<file path="src/rtl/cam_capture_ctrl_if.sv">
// Camera pixel port, host register port and frame-buffer RAM port for cam_capture_ctrl.
// Handshakes: pix_valid and reg_wr/reg_rd are one-cycle strobes with no back-pressure; reg_rvalid pulses once per reg_rd.
interface cam_capture_ctrl_if #(
  parameter int ADDR_W = 18
);
  logic              pix_vsync;
  logic              pix_href;
  logic              pix_valid;
  logic [7:0]        pix_data;
  logic              reg_wr;
  logic              reg_rd;
  logic [7:0]        reg_addr;
  logic [7:0]        reg_wdata;
  logic [7:0]        reg_rdata;
  logic              reg_rvalid;
  logic [ADDR_W-1:0] mem_addr;
  logic              mem_we;
  logic [7:0]        mem_wdata;
  logic [7:0]        mem_rdata;

  modport slave (
    input  pix_vsync, pix_href, pix_valid, pix_data,
    input  reg_wr, reg_rd, reg_addr, reg_wdata,
    output reg_rdata, reg_rvalid,
    output mem_addr, mem_we, mem_wdata,
    input  mem_rdata
  );

  modport master (
    output pix_vsync, pix_href, pix_valid, pix_data,
    output reg_wr, reg_rd, reg_addr, reg_wdata,
    input  reg_rdata, reg_rvalid,
    input  mem_addr, mem_we, mem_wdata,
    output mem_rdata
  );
endinterface

</file>
<file path="src/rtl/cam_capture_ctrl.sv">
// Single-frame capture controller: grabs one VSYNC-bounded frame into the buffer RAM and
// streams it back to the host through an auto-incrementing DATA register.
module cam_capture_ctrl #(
  parameter int ADDR_W      = 18,
  parameter int FRAME_BYTES = 153600
) (
  input  logic              clk,
  input  logic              reset,
  cam_capture_ctrl_if.slave bus,
  output logic [2:0]        state_dbg
);

  typedef enum logic [2:0] {
    S_IDLE = 3'd0,
    S_ARM  = 3'd1,
    S_SYNC = 3'd2,
    S_CAPT = 3'd3,
    S_DONE = 3'd4
  } state_t;

  localparam logic [7:0]        A_DATA    = 8'h00;
  localparam logic [7:0]        A_CTRL    = 8'h10;
  localparam logic [7:0]        A_STATUS  = 8'h14;
  localparam logic [7:0]        A_CNT0    = 8'h18;
  localparam logic [7:0]        A_CNT1    = 8'h19;
  localparam logic [7:0]        A_CNT2    = 8'h1A;
  localparam logic [23:0]       FRAME_CNT = 24'(FRAME_BYTES);
  localparam logic [ADDR_W-1:0] LAST_ADDR = ADDR_W'(FRAME_BYTES - 1);
  localparam logic [ADDR_W-1:0] ADDR_ONE  = ADDR_W'(1);

  state_t            state, state_nx;
  logic              vsync_q;
  logic              done, overflow;
  logic [ADDR_W-1:0] wr_ptr, rd_ptr;
  logic [23:0]       count;
  logic              rd_pend, rd_iss_q, rd_cap_q;

  logic              vsync_rise, vsync_fall, busy;
  logic              ctrl_wr, start_cmd, abort_cmd;
  logic              pix_ok, cap_take, cap_wr, cap_ovf;
  logic              data_req, want_rd, rd_issue;
  logic              arm, set_done;
  logic [7:0]        rd_mux;
  logic              unused_wdata;

  assign state_dbg    = state;
  assign busy         = (state != S_IDLE);
  assign vsync_rise   = bus.pix_vsync & ~vsync_q;
  assign vsync_fall   = ~bus.pix_vsync & vsync_q;
  assign unused_wdata = ^bus.reg_wdata[7:2];

  // abort dominates start when both bits arrive in one write
  assign ctrl_wr   = bus.reg_wr && (bus.reg_addr == A_CTRL);
  assign start_cmd = ctrl_wr && bus.reg_wdata[0] && !bus.reg_wdata[1];
  assign abort_cmd = ctrl_wr && bus.reg_wdata[1];

  // an abort in the same cycle as a pixel suppresses that write
  assign pix_ok   = bus.pix_valid && bus.pix_href && !bus.pix_vsync;
  assign cap_take = (state == S_CAPT) && pix_ok && !abort_cmd;
  assign cap_wr   = cap_take && (count != FRAME_CNT);
  assign cap_ovf  = cap_take && (count == FRAME_CNT);

  // capture writes own the RAM port; a DATA read waits for the first free cycle
  assign data_req = bus.reg_rd && (bus.reg_addr == A_DATA);
  assign want_rd  = data_req || rd_pend;
  assign rd_issue = want_rd && !cap_wr;

  always_comb begin
    rd_mux = 8'h00;
    case (bus.reg_addr)
      A_STATUS: rd_mux = {5'b0, overflow, busy, done};
      A_CNT0:   rd_mux = count[7:0];
      A_CNT1:   rd_mux = count[15:8];
      A_CNT2:   rd_mux = count[23:16];
      default:  rd_mux = 8'h00;
    endcase
  end

  always_comb begin
    state_nx = state;
    arm      = 1'b0;
    set_done = 1'b0;
    case (state)
      S_IDLE: begin
        if (start_cmd) begin
          state_nx = S_ARM;
          arm      = 1'b1;
        end
      end
      S_ARM: begin
        if (abort_cmd)       state_nx = S_IDLE;
        else if (vsync_rise) state_nx = S_SYNC;
      end
      S_SYNC: begin
        if (abort_cmd)       state_nx = S_IDLE;
        else if (vsync_fall) state_nx = S_CAPT;
      end
      S_CAPT: begin
        if (abort_cmd)       state_nx = S_IDLE;
        else if (vsync_rise) state_nx = S_DONE;
      end
      S_DONE: begin
        state_nx = S_IDLE;
        set_done = !abort_cmd;
      end
      default: state_nx = S_IDLE;
    endcase
  end

  always_ff @(posedge clk) begin
    if (reset) begin
      state          <= S_IDLE;
      vsync_q        <= 1'b0;
      done           <= 1'b0;
      overflow       <= 1'b0;
      wr_ptr         <= '0;
      rd_ptr         <= '0;
      count          <= '0;
      rd_pend        <= 1'b0;
      rd_iss_q       <= 1'b0;
      rd_cap_q       <= 1'b0;
      bus.reg_rdata  <= 8'h00;
      bus.reg_rvalid <= 1'b0;
      bus.mem_addr   <= '0;
      bus.mem_we     <= 1'b0;
      bus.mem_wdata  <= 8'h00;
    end else begin
      state          <= state_nx;
      vsync_q        <= bus.pix_vsync;
      bus.mem_we     <= 1'b0;
      bus.reg_rvalid <= 1'b0;
      rd_pend        <= want_rd && cap_wr;
      rd_iss_q       <= rd_issue;
      rd_cap_q       <= rd_iss_q;

      if (arm) begin
        done     <= 1'b0;
        overflow <= 1'b0;
        wr_ptr   <= '0;
        count    <= '0;
      end

      if (cap_wr) begin
        bus.mem_we    <= 1'b1;
        bus.mem_addr  <= wr_ptr;
        bus.mem_wdata <= bus.pix_data;
        wr_ptr        <= wr_ptr + ADDR_ONE;
        count         <= count + 24'd1;
      end else if (rd_issue) begin
        bus.mem_addr <= rd_ptr;
        rd_ptr       <= (rd_ptr == LAST_ADDR) ? '0 : rd_ptr + ADDR_ONE;
      end

      if (cap_ovf) overflow <= 1'b1;

      if (set_done) begin
        done   <= 1'b1;
        rd_ptr <= '0;
      end

      // register reads answer next cycle; DATA answers once the RAM word is back
      if (bus.reg_rd && (bus.reg_addr != A_DATA)) begin
        bus.reg_rvalid <= 1'b1;
        bus.reg_rdata  <= rd_mux;
      end
      if (rd_cap_q) begin
        bus.reg_rvalid <= 1'b1;
        bus.reg_rdata  <= bus.mem_rdata;
      end
    end
  end

endmodule

</file>
<file path="src/flat_wrapper.sv">
// flat-port wrapper written by rule: the top's interface ports become plain ports
module cam_capture_ctrl_flat 
#(
  parameter int ADDR_W      = 18,
  parameter int FRAME_BYTES = 153600
)
  (clk, reset, state_dbg, bus_pix_vsync, bus_pix_href, bus_pix_valid, bus_pix_data, bus_reg_wr, bus_reg_rd, bus_reg_addr, bus_reg_wdata, bus_reg_rdata, bus_reg_rvalid, bus_mem_addr, bus_mem_we, bus_mem_wdata, bus_mem_rdata);
  cam_capture_ctrl_if #(.ADDR_W(ADDR_W)) bus_i ();
  input  logic clk;
  input  logic reset;
  output logic [2:0] state_dbg;
  input wire logic [$bits(bus_i.pix_vsync)-1:0] bus_pix_vsync;
  input wire logic [$bits(bus_i.pix_href)-1:0] bus_pix_href;
  input wire logic [$bits(bus_i.pix_valid)-1:0] bus_pix_valid;
  input wire logic [$bits(bus_i.pix_data)-1:0] bus_pix_data;
  input wire logic [$bits(bus_i.reg_wr)-1:0] bus_reg_wr;
  input wire logic [$bits(bus_i.reg_rd)-1:0] bus_reg_rd;
  input wire logic [$bits(bus_i.reg_addr)-1:0] bus_reg_addr;
  input wire logic [$bits(bus_i.reg_wdata)-1:0] bus_reg_wdata;
  output wire logic [$bits(bus_i.reg_rdata)-1:0] bus_reg_rdata;
  output wire logic [$bits(bus_i.reg_rvalid)-1:0] bus_reg_rvalid;
  output wire logic [$bits(bus_i.mem_addr)-1:0] bus_mem_addr;
  output wire logic [$bits(bus_i.mem_we)-1:0] bus_mem_we;
  output wire logic [$bits(bus_i.mem_wdata)-1:0] bus_mem_wdata;
  input wire logic [$bits(bus_i.mem_rdata)-1:0] bus_mem_rdata;
  assign bus_i.pix_vsync = bus_pix_vsync;
  assign bus_i.pix_href = bus_pix_href;
  assign bus_i.pix_valid = bus_pix_valid;
  assign bus_i.pix_data = bus_pix_data;
  assign bus_i.reg_wr = bus_reg_wr;
  assign bus_i.reg_rd = bus_reg_rd;
  assign bus_i.reg_addr = bus_reg_addr;
  assign bus_i.reg_wdata = bus_reg_wdata;
  assign bus_reg_rdata = bus_i.reg_rdata;
  assign bus_reg_rvalid = bus_i.reg_rvalid;
  assign bus_mem_addr = bus_i.mem_addr;
  assign bus_mem_we = bus_i.mem_we;
  assign bus_mem_wdata = bus_i.mem_wdata;
  assign bus_i.mem_rdata = bus_mem_rdata;
  cam_capture_ctrl #(.ADDR_W(ADDR_W), .FRAME_BYTES(FRAME_BYTES)) u_core (.clk(clk), .reset(reset), .bus(bus_i), .state_dbg(state_dbg));
endmodule
</file>
<file path="config.mk">
export PLATFORM = sky130hd
export DESIGN_NAME = cam_capture_ctrl_flat
export DESIGN_NICKNAME = d
export VERILOG_FILES = /design/src/rtl/cam_capture_ctrl_if.sv /design/src/rtl/cam_capture_ctrl.sv /design/src/flat_wrapper.sv
export SDC_FILE = /design/constraint.sdc
export NUM_CORES = 1
export LEC_CHECK = 0
export CAP_MARGIN = 20
export CORE_MARGIN = 5
export CORE_UTILIZATION = 47
export CTS_CLUSTER_DIAMETER = 200
export DETAILED_ROUTE_END_ITERATION = 6
export PLACE_DENSITY = 0.71
export REMOVE_ABC_BUFFERS = 1
export SLEW_MARGIN = 20
export SYNTH_ARGS = -nofsm -noshare
export SYNTH_HDL_FRONTEND = slang
export SYNTH_SLANG_ARGS = --single-unit
export TNS_END_PERCENT = 5
</file>
<file path="constraint.sdc">
create_clock -name clk -period 4.1 [get_ports clk]
set_input_delay 0.82 -clock clk [delete_from_list [all_inputs] [get_ports clk]]
set_output_delay 0.82 -clock clk [all_outputs]
set_load 0.01 [all_outputs]
</file>
==> results of run 1 <==
## power groups by stage
stage	Clock (mW)	Sequential, mW	Combinational [mW]
after CTS	0.842	1.04	0.154
after global placement	0	1.06	0.150
after global routing	0.891	1.04	0.167
final	0.832	1.04	0.153
after floorplan	0	1.06	0.0584
after detailed placement	0	1.06	0.153
## registers in the layout (all words and copies together) (netlist names), 3 cells and up
| register | cells |
|---|---|
| u_core.bus.reg_rdata | 8 |
| u_core.rd_ptr | 18 |
| u_core.state_dbg | 3 |
| u_core.count | 24 |
| u_core.bus.mem_addr | 18 |
| u_core.bus.mem_wdata | 8 |
| u_core.wr_ptr | 18 |
## through the flow
stage / power (mW) / util [%]
floorplan: 1.12 / -
global placement: 1.21 / 55.2
detailed placement: 1.22 / 55.2
CTS: 2.04 / 57.7
global route: 2.10 / 57.7
finish: 2.02 / 57.7
## worst max-delay path, cell delays in order
cell	delay [ns]
clkdlybuf4s50_1	0.70
or3_1	0.26
o311ai_2	0.18
a211oi_4	0.60
buf_4	0.45
nand2_1	0.14
o41ai_1	0.33
## path summary, 6_finish.rpt
| check | startpoint | endpoint | slack [ns] |
|---|---|---|---|
| max | bus_reg_addr[0] | u_core.count[20] | 0.86 |
| max reg2reg | u_core.count[0] | u_core.count[20] | 1.25 |
| min reg2reg | u_core.rd_iss_q | u_core.rd_cap_q | 0.44 |
| min | u_core.rd_iss_q | u_core.rd_cap_q | 0.44 |
## metal layers
metal	up-vias	track usage (%)	routed length, um
met1	2582	30.6	6820
met5	-	0	0
met2	233	35.3	7060
li1	2614	-	-
met3	18	3.91	1130
met4	0	7.03	226
## kinds of logic after synthesis
logic type                 count (synthesis)
AOI/OAI and AO/OA                        167
xor gates and xnor gates                   3
adders and majority gates                  4
buffers and inverters                     56
DFF                                      105
muxes                                     17
and+or+nand+nor                          309
## cells in the final DEF, fill, tap and decap left out, types with 7 or more instances in the layout
master and instances:
nand4_1 18, nor3_1 16, or4_1 11, nand2b_1 9, a311oi_1 23, or3_1 13
clkdlybuf4s50_1 70, nor4_1 7, nor2b_1 7, o31ai_1 10, o211ai_1 12, nor2_1 41
nand3_1 32, nand2_1 103, inv_1 12, or2_2 10, mux2i_1 17, clkbuf_16 9
dfxtp_1 105, buf_4 20, a21oi_1 50, o21ai_0 18
## synthesized netlist by cell type (9+ instances only)
cell,instances,share of area (%)
inv_1,12,0.83
a21oi_1,50,4.6
a311oi_1,23,3.7
nor3_1,16,1.5
o21ai_0,18,1.7
clkbuf_1,28,1.9
mux2i_1,17,3.2
nand4_1,18,2.1
or2_2,10,1.2
o211ai_1,12,1.7
nand2_1,103,7.2
nor2_1,41,2.8
or4_1,11,1.5
nand2b_1,9,1.0
dfxtp_1,105,39
o31ai_1,10,1.4
nand3_1,32,3.0
or3_1,13,1.5
## layout make-up
class                      count  area (sq um)
sequential                   105          2100
multi-input combinational    500          3070
inverter                      12          45.0
clock inverter                 4          27.5
tap                          143           179
clock buffer                  12           256
timing repair buffer          91           856
fill                        1007          4790
==> impl_metrics.py, run 1 <==
metrics = {
    "synth": {
        "ys_ff_latch": 105,
        "synth_top_family_by_area": "simple AND/OR/NAND/NOR gates",
        "synth_xor_area_share_pct": 0.486,
        "synth-compound-area-share_pct": 21.9,
        "synthAdderAreaFrac_pct": 0.927,
        "synth.avg_cell_area_sq_um": 8.17,
        "syn-cell-area_sq_mm": 0.00540,
        "synth-simple-area-share_pct": 29.9,
        "ys_seq_area_share_pct": 38.9,
        "synth_enable_flop_cells": 0,
        "muxShareOfSynthArea_pct": 3.15,
        "synth_flop_cell": "dfxtp_1",
        "synth-async-reset-ratio_pct": 0,
        "netlist_instances": 661,
        "ys_warn_count": 0,
        "yosysUniqueCellTypes": 66,
    },
    "floorplanning": {
        "initial_core_util_pct": 47.7,
        "core_sq_mm": 0.0113,
        "num_rows": 39,
        "io_pins": 78,
        "dieHeight_um": 117,
        "die_width_um": 117,
        "dieArea_sq_mm": 0.0137,
    },
    "power_and_ir_drop": {
        "intPower_mw": 1.54,
        "p_leak_nw": 2.07,
        "power.net_switching_mw": 0.480,
        "combPwrFrac_pct": 7.6,
        "switching_share_pct": 23.7,
        "cellPowerDensity_mw_per_mm2": 310,
        "pwr-share-seq_pct": 51.3,
        "ir_drop_mv": 0.178,
        "power_frac_clock_pct": 41.1,
    },
    "clock_tree": {
        "hold_buffers": 0,
        "cts_tree": "built",
        "path_clk_slew_ns": 0.07,
        "post_cts_buffers": 0,
        "htreeDepth": 3,
        "numCtsBuffers": 9,
        "clock_latency_ns": 0.35,
        "cts-root-buf": "clkbuf_16",
        "clock_sinks": 105,
        "post_cts_resized": 0,
        "clock_path_buffers": 2,
    },
    "sta": {
        "max_freq_mhz": 309,
        "setup-violations-final": 0,
        "drv_slew": 0,
        "setup_ws_ns": 0.864,
        "period_share_pct": 78.9,
        "period_needed_ns": 3.24,
        "fin_worst_skew_ns": 0.00576,
        "rsz0062_at_grt": "no",
        "tightest_slew_ns": 1.01,
        "relSlewSlack_pct": 32.4,
        "hold_violations": 0,
        "fin_tns_setup_ns": 0,
        "finalHoldWorstSlack_ns": 0.442,
    },
    "global_route": {
        "antenna_found_initial": 0,
        "grt_overflow": 0,
        "grtUsageTotal_pct": 22.1,
        "first_global_vias": 4986,
        "grt_pass1_wl_um": 24700,
        "grt_max_degree": 44,
    },
    "routing": {
        "first_pass_iters": 5,
        "viasPerCell": 6.28,
        "ant_nets": 0,
        "route.vias.total": 5447,
        "wl_um": 15200,
        "wl_per_cell_um": 17.6,
        "route.detailed.drc": 0,
        "initialDrtViolationCount": 575,
    },
    "flow_run": {
        "drv_cap": 0,
    },
    "setup_path": {
        "critPathLaunchType": "input port",
        "worstPathRequired_ns": 4.35,
        "critical_path_class": "input port to flop",
        "worstRegToRegCells": 8,
        "cp.arrival_ns": 3.48,
        "critPathMaxFanout": 31,
        "end_kind": "flop",
    },
    "final_layout": {
        "fin_nets": 762,
        "antenna_cells": 0,
        "final_cell_area_sq_mm": 0.00653,
        "area_growth_pct": 20.9,
        "instances_no_fill": 867,
        "drive_above_1_share_pct": 8.43,
    },
    "min_path": {
        "hold_path.class": "flop to flop",
        "hold_depth": 1,
    },
    "place": {
        "place_inst": 851,
        "gp_congestion": 0.892,
        "dp_slack_ns": 0.519,
        "io_buffers": 71,
        "postPlaceCellArea_sq_mm": 0.00625,
        "dp_hpwl_um": 10600,
    },
    "outcome": {
        "outcome": "completed",
    },
}
No activity file was read; power rests on OpenSTA's default activity.
==> run 2, diff against run 1 <==
clock period = 3 ns   (was 4.1 ns; I/O delays follow)
==> run 2 against run 1 <==
Against the previous run:
- utilization rose by 2.1 points
- flip-flop and latch count unchanged
- routed wire length is 0.38% lower
- cell area is 3.7% higher
- combinational power up 49%
- register-to-register slack worse by 0.82 ns
- non-clock buffer count grew 23
- sequential power up 37%
- clock power rose by 37%
- clock-buffer cell count is 2 higher
- cell count grew 2.7%
- die area did not move
- largest cell class unchanged
==> impl_metrics.py, run 2 (synthesis gave the netlist of run 1 again) <==
metrics = {
    "outcome": {
        "outcome": "completed",
    },
    "clock_tree": {
        "cts-root-buf": "clkbuf_16",
        "hold_buffers": 0,
        "clock_path_buffers": 2,
        "htreeDepth": 3,
        "post_cts_buffers": 0,
        "clock_sinks": 105,
        "path_clk_slew_ns": 0.07,
        "numCtsBuffers": 9,
        "clock_latency_ns": 0.35,
        "post_cts_resized": 0,
        "cts_tree": "built",
    },
    "place": {
        "dp_hpwl_um": 10800,
        "gp_congestion": 0.900,
        "io_buffers": 71,
    },
    "setup_path": {
        "r2r_end": "u_core.rd_ptr[4]",
        "worstPathRequired_ns": 3.28,
        "critPathLaunchType": "input port",
        "end_kind": "flop",
        "crit_start": "bus_reg_addr[7]",
        "worstRegToRegCells": 6,
        "cp.arrival_ns": 2.91,
        "critical_path_class": "input port to flop",
        "r2r-start": "u_core.count[3]",
        "critPathMaxFanout": 8,
        "rrSetupSlack_ns": 0.43,
    },
    "global_route": {
        "grt_overflow": 0,
        "grt_max_degree": 47,
        "grt_pass1_wl_um": 25200,
        "first_global_vias": 5161,
        "grtUsageTotal_pct": 22.6,
        "antenna_found_initial": 0,
    },
    "power_and_ir_drop": {
        "finalPower_mw": 2.79,
        "ir_drop_mv": 0.232,
        "cellPowerDensity_mw_per_mm2": 412,
        "p_leak_nw": 2.20,
    },
    "min_path": {
        "hold_start": "u_core.rd_iss_q",
        "hold_path.class": "flop to flop",
        "hold_path_end": "u_core.rd_cap_q",
        "hold_depth": 1,
    },
    "routing": {
        "first_pass_iters": 5,
        "wl_per_cell_um": 17.1,
        "route.vias.total": 5485,
        "wl_um": 15200,
        "viasPerCell": 6.16,
        "ant_nets": 0,
        "route.detailed.drc": 0,
        "initialDrtViolationCount": 455,
    },
    "floorplanning": {
        "io_pins": 78,
        "core_sq_mm": 0.0113,
        "initial_core_util_pct": 47.7,
        "dieArea_sq_mm": 0.0137,
        "dieHeight_um": 117,
        "num_rows": 39,
        "die_width_um": 117,
    },
    "sta": {
        "period_share_pct": 87.5,
        "drv_slew": 0,
        "fin_worst_skew_ns": 0.00763,
        "rsz0062_at_grt": "no",
        "fin_tns_setup_ns": 0,
        "tightest_slew_ns": 0.760,
        "setup-violations-final": 0,
        "hold_violations": 0,
        "relSlewSlack_pct": 48.9,
        "max_freq_mhz": 381,
        "period_needed_ns": 2.63,
    },
    "final_layout": {
        "seqCellArea_sq_mm": 0.00210,
        "final_common_cell": "dfxtp_1",
        "fill_cells": 1043,
        "largest_reg_flops": 24,
        "regMostFlops": "u_core.count",
        "multi_input_area_sq_mm": 0.00306,
        "antenna_cells": 0,
        "fin_nets": 785,
        "area_growth_pct": 25.3,
        "drive_above_1_share_pct": 11.0,
        "layout.cells.most_common_list": "dfxtp_1 (105), nand2_1 (103), clkdlybuf4s50_1 (70)",
    },
    "flow_run": {
        "drv_cap": 0,
    },
}
[run 2: cell types whose count changed in the layout (fill, tap and decap cells not counted), sizes merged]
| cell | delta |
|---|---|
| clkinvlp | +1 |
| clkbuf | +2 |
| clkinv | -3 |
| buf | +23 |
[run 2: layout make-up]
class	count	share of cell area, %
Multi-Input combinational cell	500	45.3
Sequential cell	105	31.0
Timing Repair Buffer	114	16.3
Clock buffer	14	3.90
Tap cell	143	2.64
Inverter	12	0.665
Clock inverter	2	0.185
[run 2: worst max-delay path by stage]
stage | depth (start not counted) | slack (ns) | to
finish | 7 | 0.37 | u_core.rd_ptr[10]
global route | 6 | 0.23 | u_core.count[16]
CTS | 7 | 0.38 | u_core.rd_ptr[10]
detailed placement | 8 | 0.02 | u_core.bus.mem_wdata[1]
global placement | 8 | 0.06 | u_core.bus.mem_wdata[1]
floorplan | 5 | -1.55 | u_core.count[16]
[run 2: metrics by stage]
step	setup WS, ns	hold WS [ns]	utilization, %	cell area (sq um)	cells
2_1_floorplan	-1.55	0.414	-	5190	617
3_3_place_gp	0.0563	0.424	57.4	6490	874
3_5_place_dp	0.0246	0.430	57.4	6490	874
4_1_cts	0.377	0.445	59.8	6770	890
5_1_grt	0.232	0.468	59.8	6770	890
6_report	0.374	0.444	59.8	6770	890
[run 2: per-layer routing]
layer	vias to the layer above	wire, um	GRT usage (%)
li1	2658	-	-
met1	2596	6910	31.0
met2	214	6970	35.7
met3	17	1030	3.39
met4	0	283	9.33
met5	-	0	0
[run 2: critical path, cell delays in order]
cell and delay, ns:
clkdlybuf4s50_1 0.45, or4b_1 0.59, o311ai_2 0.32, buf_4 0.18, a211oi_4 0.06, or4_1 0.54
a21oi_1 0.17
[run 2: report_power, final]
part           total [mW]  leakage (nW)  internal (mW)  switching, mW
clock                1.14         0.133          0.609          0.529
sequential           1.42         0.846           1.40         0.0173
combinational       0.228          1.22          0.112          0.116
total                2.79          2.20           2.12          0.663
==> run 3, diff against run 2 <==
CORE_ASPECT_RATIO = 0.75   (was not set)
==> run 3 against run 2 <==
Against the previous run:
- register-to-register slack better by 0.08 ns
- critical path depth unchanged
- flip-flop and latch count unchanged
- clock-buffer cell count down 3
- routed wire length up 2.5%
- global-route usage up 0.097 points
- clock skew down 0.0018 ns
- first-iteration DRC count up 58%
- power up 5.6%
==> impl_metrics.py, run 3 (synthesis gave the netlist of run 1 again) <==
metrics = {
    "outcome": {
        "outcome": "completed",
    },
    "setup_path": {
        "path_cells": "clkdlybuf4s50_1 > or4b_1 > o311ai_2 > a211oi_4 > buf_4 > or3_1 > a21oi_1",
        "critPathLaunchType": "input port",
        "path_delay_family": "simple AND/OR/NAND/NOR gates",
        "worstPathRequired_ns": 3.28,
        "cp_slowest_stage_delay_ns": 0.64,
        "critPathMaxFanout": 12,
        "cp.buffers_inverters": 2,
        "critical_path_class": "input port to flop",
        "rrSetupSlack_ns": 0.51,
        "cp.arrival_ns": 2.96,
        "slowest_stage": "or4b_1",
        "end_kind": "flop",
    },
    "power_and_ir_drop": {
        "p_leak_nw": 2.19,
        "cellPowerDensity_mw_per_mm2": 437,
        "ir_drop_mv": 0.267,
    },
    "final_layout": {
        "layout.cells.most_common_list": "dfxtp_1 (105), nand2_1 (103), clkdlybuf4s50_1 (70)",
        "area_growth_pct": 24.6,
        "final_common_cell": "dfxtp_1",
        "largest_reg_flops": 24,
        "post-route-util_pct": 60.8,
        "fin_nets": 780,
        "regMostFlops": "u_core.count",
        "antenna_cells": 0,
        "drive_above_1_share_pct": 10.8,
    },
    "global_route": {
        "grt_overflow": 0,
        "grt_max_degree": 46,
        "grt_pass1_wl_um": 25600,
        "met1_usage_pct": 32.8,
        "grtUsageTotal_pct": 22.7,
        "antenna_found_initial": 0,
        "grt-busiest-layer": "met2",
        "use_met2_pct": 33.4,
        "use_met3_pct": 5.37,
        "first_global_vias": 5186,
    },
    "sta": {
        "max_freq_mhz": 373,
        "fin_tns_setup_ns": 0,
        "period_share_pct": 89.3,
        "period_needed_ns": 2.68,
        "fin_worst_skew_ns": 0.00578,
        "hold_violations": 0,
        "drv_slew": 0,
        "setup-violations-final": 0,
        "tightest_slew_ns": 0.923,
        "relSlewSlack_pct": 37.9,
        "rsz0062_at_grt": "no",
    },
    "routing": {
        "viasPerCell": 6.28,
        "wl_per_cell_um": 17.6,
        "first_pass_iters": 5,
        "route.vias.total": 5540,
        "route.detailed.drc": 0,
        "ant_nets": 0,
        "wl_um": 15600,
        "initialDrtViolationCount": 717,
    },
    "clock_tree": {
        "hold_buffers": 0,
        "cts_tree": "built",
        "htreeDepth": 3,
        "clock_latency_ns": 0.35,
        "post_cts_buffers": 0,
        "clock_sinks": 105,
        "numCtsBuffers": 9,
        "path_clk_slew_ns": 0.07,
        "post_cts_resized": 0,
        "cts-root-buf": "clkbuf_16",
        "clock_path_buffers": 2,
    },
    "floorplanning": {
        "num_rows": 33,
        "dieArea_sq_mm": 0.0138,
        "core_sq_mm": 0.0111,
        "die_width_um": 134,
        "io_pins": 78,
        "dieHeight_um": 103,
        "initial_core_util_pct": 48.8,
    },
    "place": {
        "gp_congestion": 0.924,
        "io_buffers": 71,
        "dp_hpwl_um": 11100,
    },
    "flow_run": {
        "drv_cap": 0,
    },
    "min_path": {
        "hold_path.class": "flop to flop",
    },
}
## run 3: changes by cell type in the layout (fill, tap and decap cells not counted), sizes merged
cell / previous run / this run
buf: 44 / 39
bufinv: 0 / 2
clkbuf: 14 / 11
clkinv: 1 / 2
## run 3: worst reg2reg max path, cell delays in order (launching register included)
cell and delay [ns]:
dfxtp_1 0.37, or4_4 0.55, or4_4 0.52, o211ai_4 0.31
buf_4 0.30, o311ai_0 0.22, o41ai_1 0.11
## run 3: path summary, 6_finish.rpt
kind,start,to,cells after the start
max reg2reg,u_core.count[4],u_core.count[20],6
min,u_core.rd_iss_q,u_core.rd_cap_q,1
min reg2reg,u_core.rd_iss_q,u_core.rd_cap_q,1
max,bus_reg_addr[5],u_core.rd_ptr[8],7
## run 3: through the flow
step	setup slack, ns	instance area (sq um)	hold WS [ns]	cells	power [mW]
after floorplan	-1.55	5190	0.414	617	1.53
after global placement	0.0254	6400	0.421	866	1.67
after detailed placement	-0.0188	6400	0.445	866	1.67
after CTS	0.321	6730	0.448	882	2.96
after global routing	0.185	6730	0.473	882	3.05
final	0.320	6730	0.444	882	2.94
## run 3: metal layers
metal	vias up	part of all wire [%]
li1	2644	-
met1	2624	48
met2	249	41
met3	23	8.9
met4	0	1.5
met5	-	0
## run 3: cell type report
type / count / area (sq um)
Inverter: 12 / 45.0
Tap cell: 140 / 175
Fill cell: 931 / 4330
Clock inverter: 5 / 77.6
Multi-Input combinational cell: 500 / 3060
Clock buffer: 11 / 253
Sequential cell: 105 / 2100
Timing Repair Buffer: 109 / 1020
## run 3: power by group
part / leakage [nW] / internal, mW / switching [mW]
sequential: 0.846 / 1.40 / 0.0190
combinational: 1.18 / 0.106 / 0.116
clock: 0.162 / 0.774 / 0.525
total: 2.19 / 2.28 / 0.660
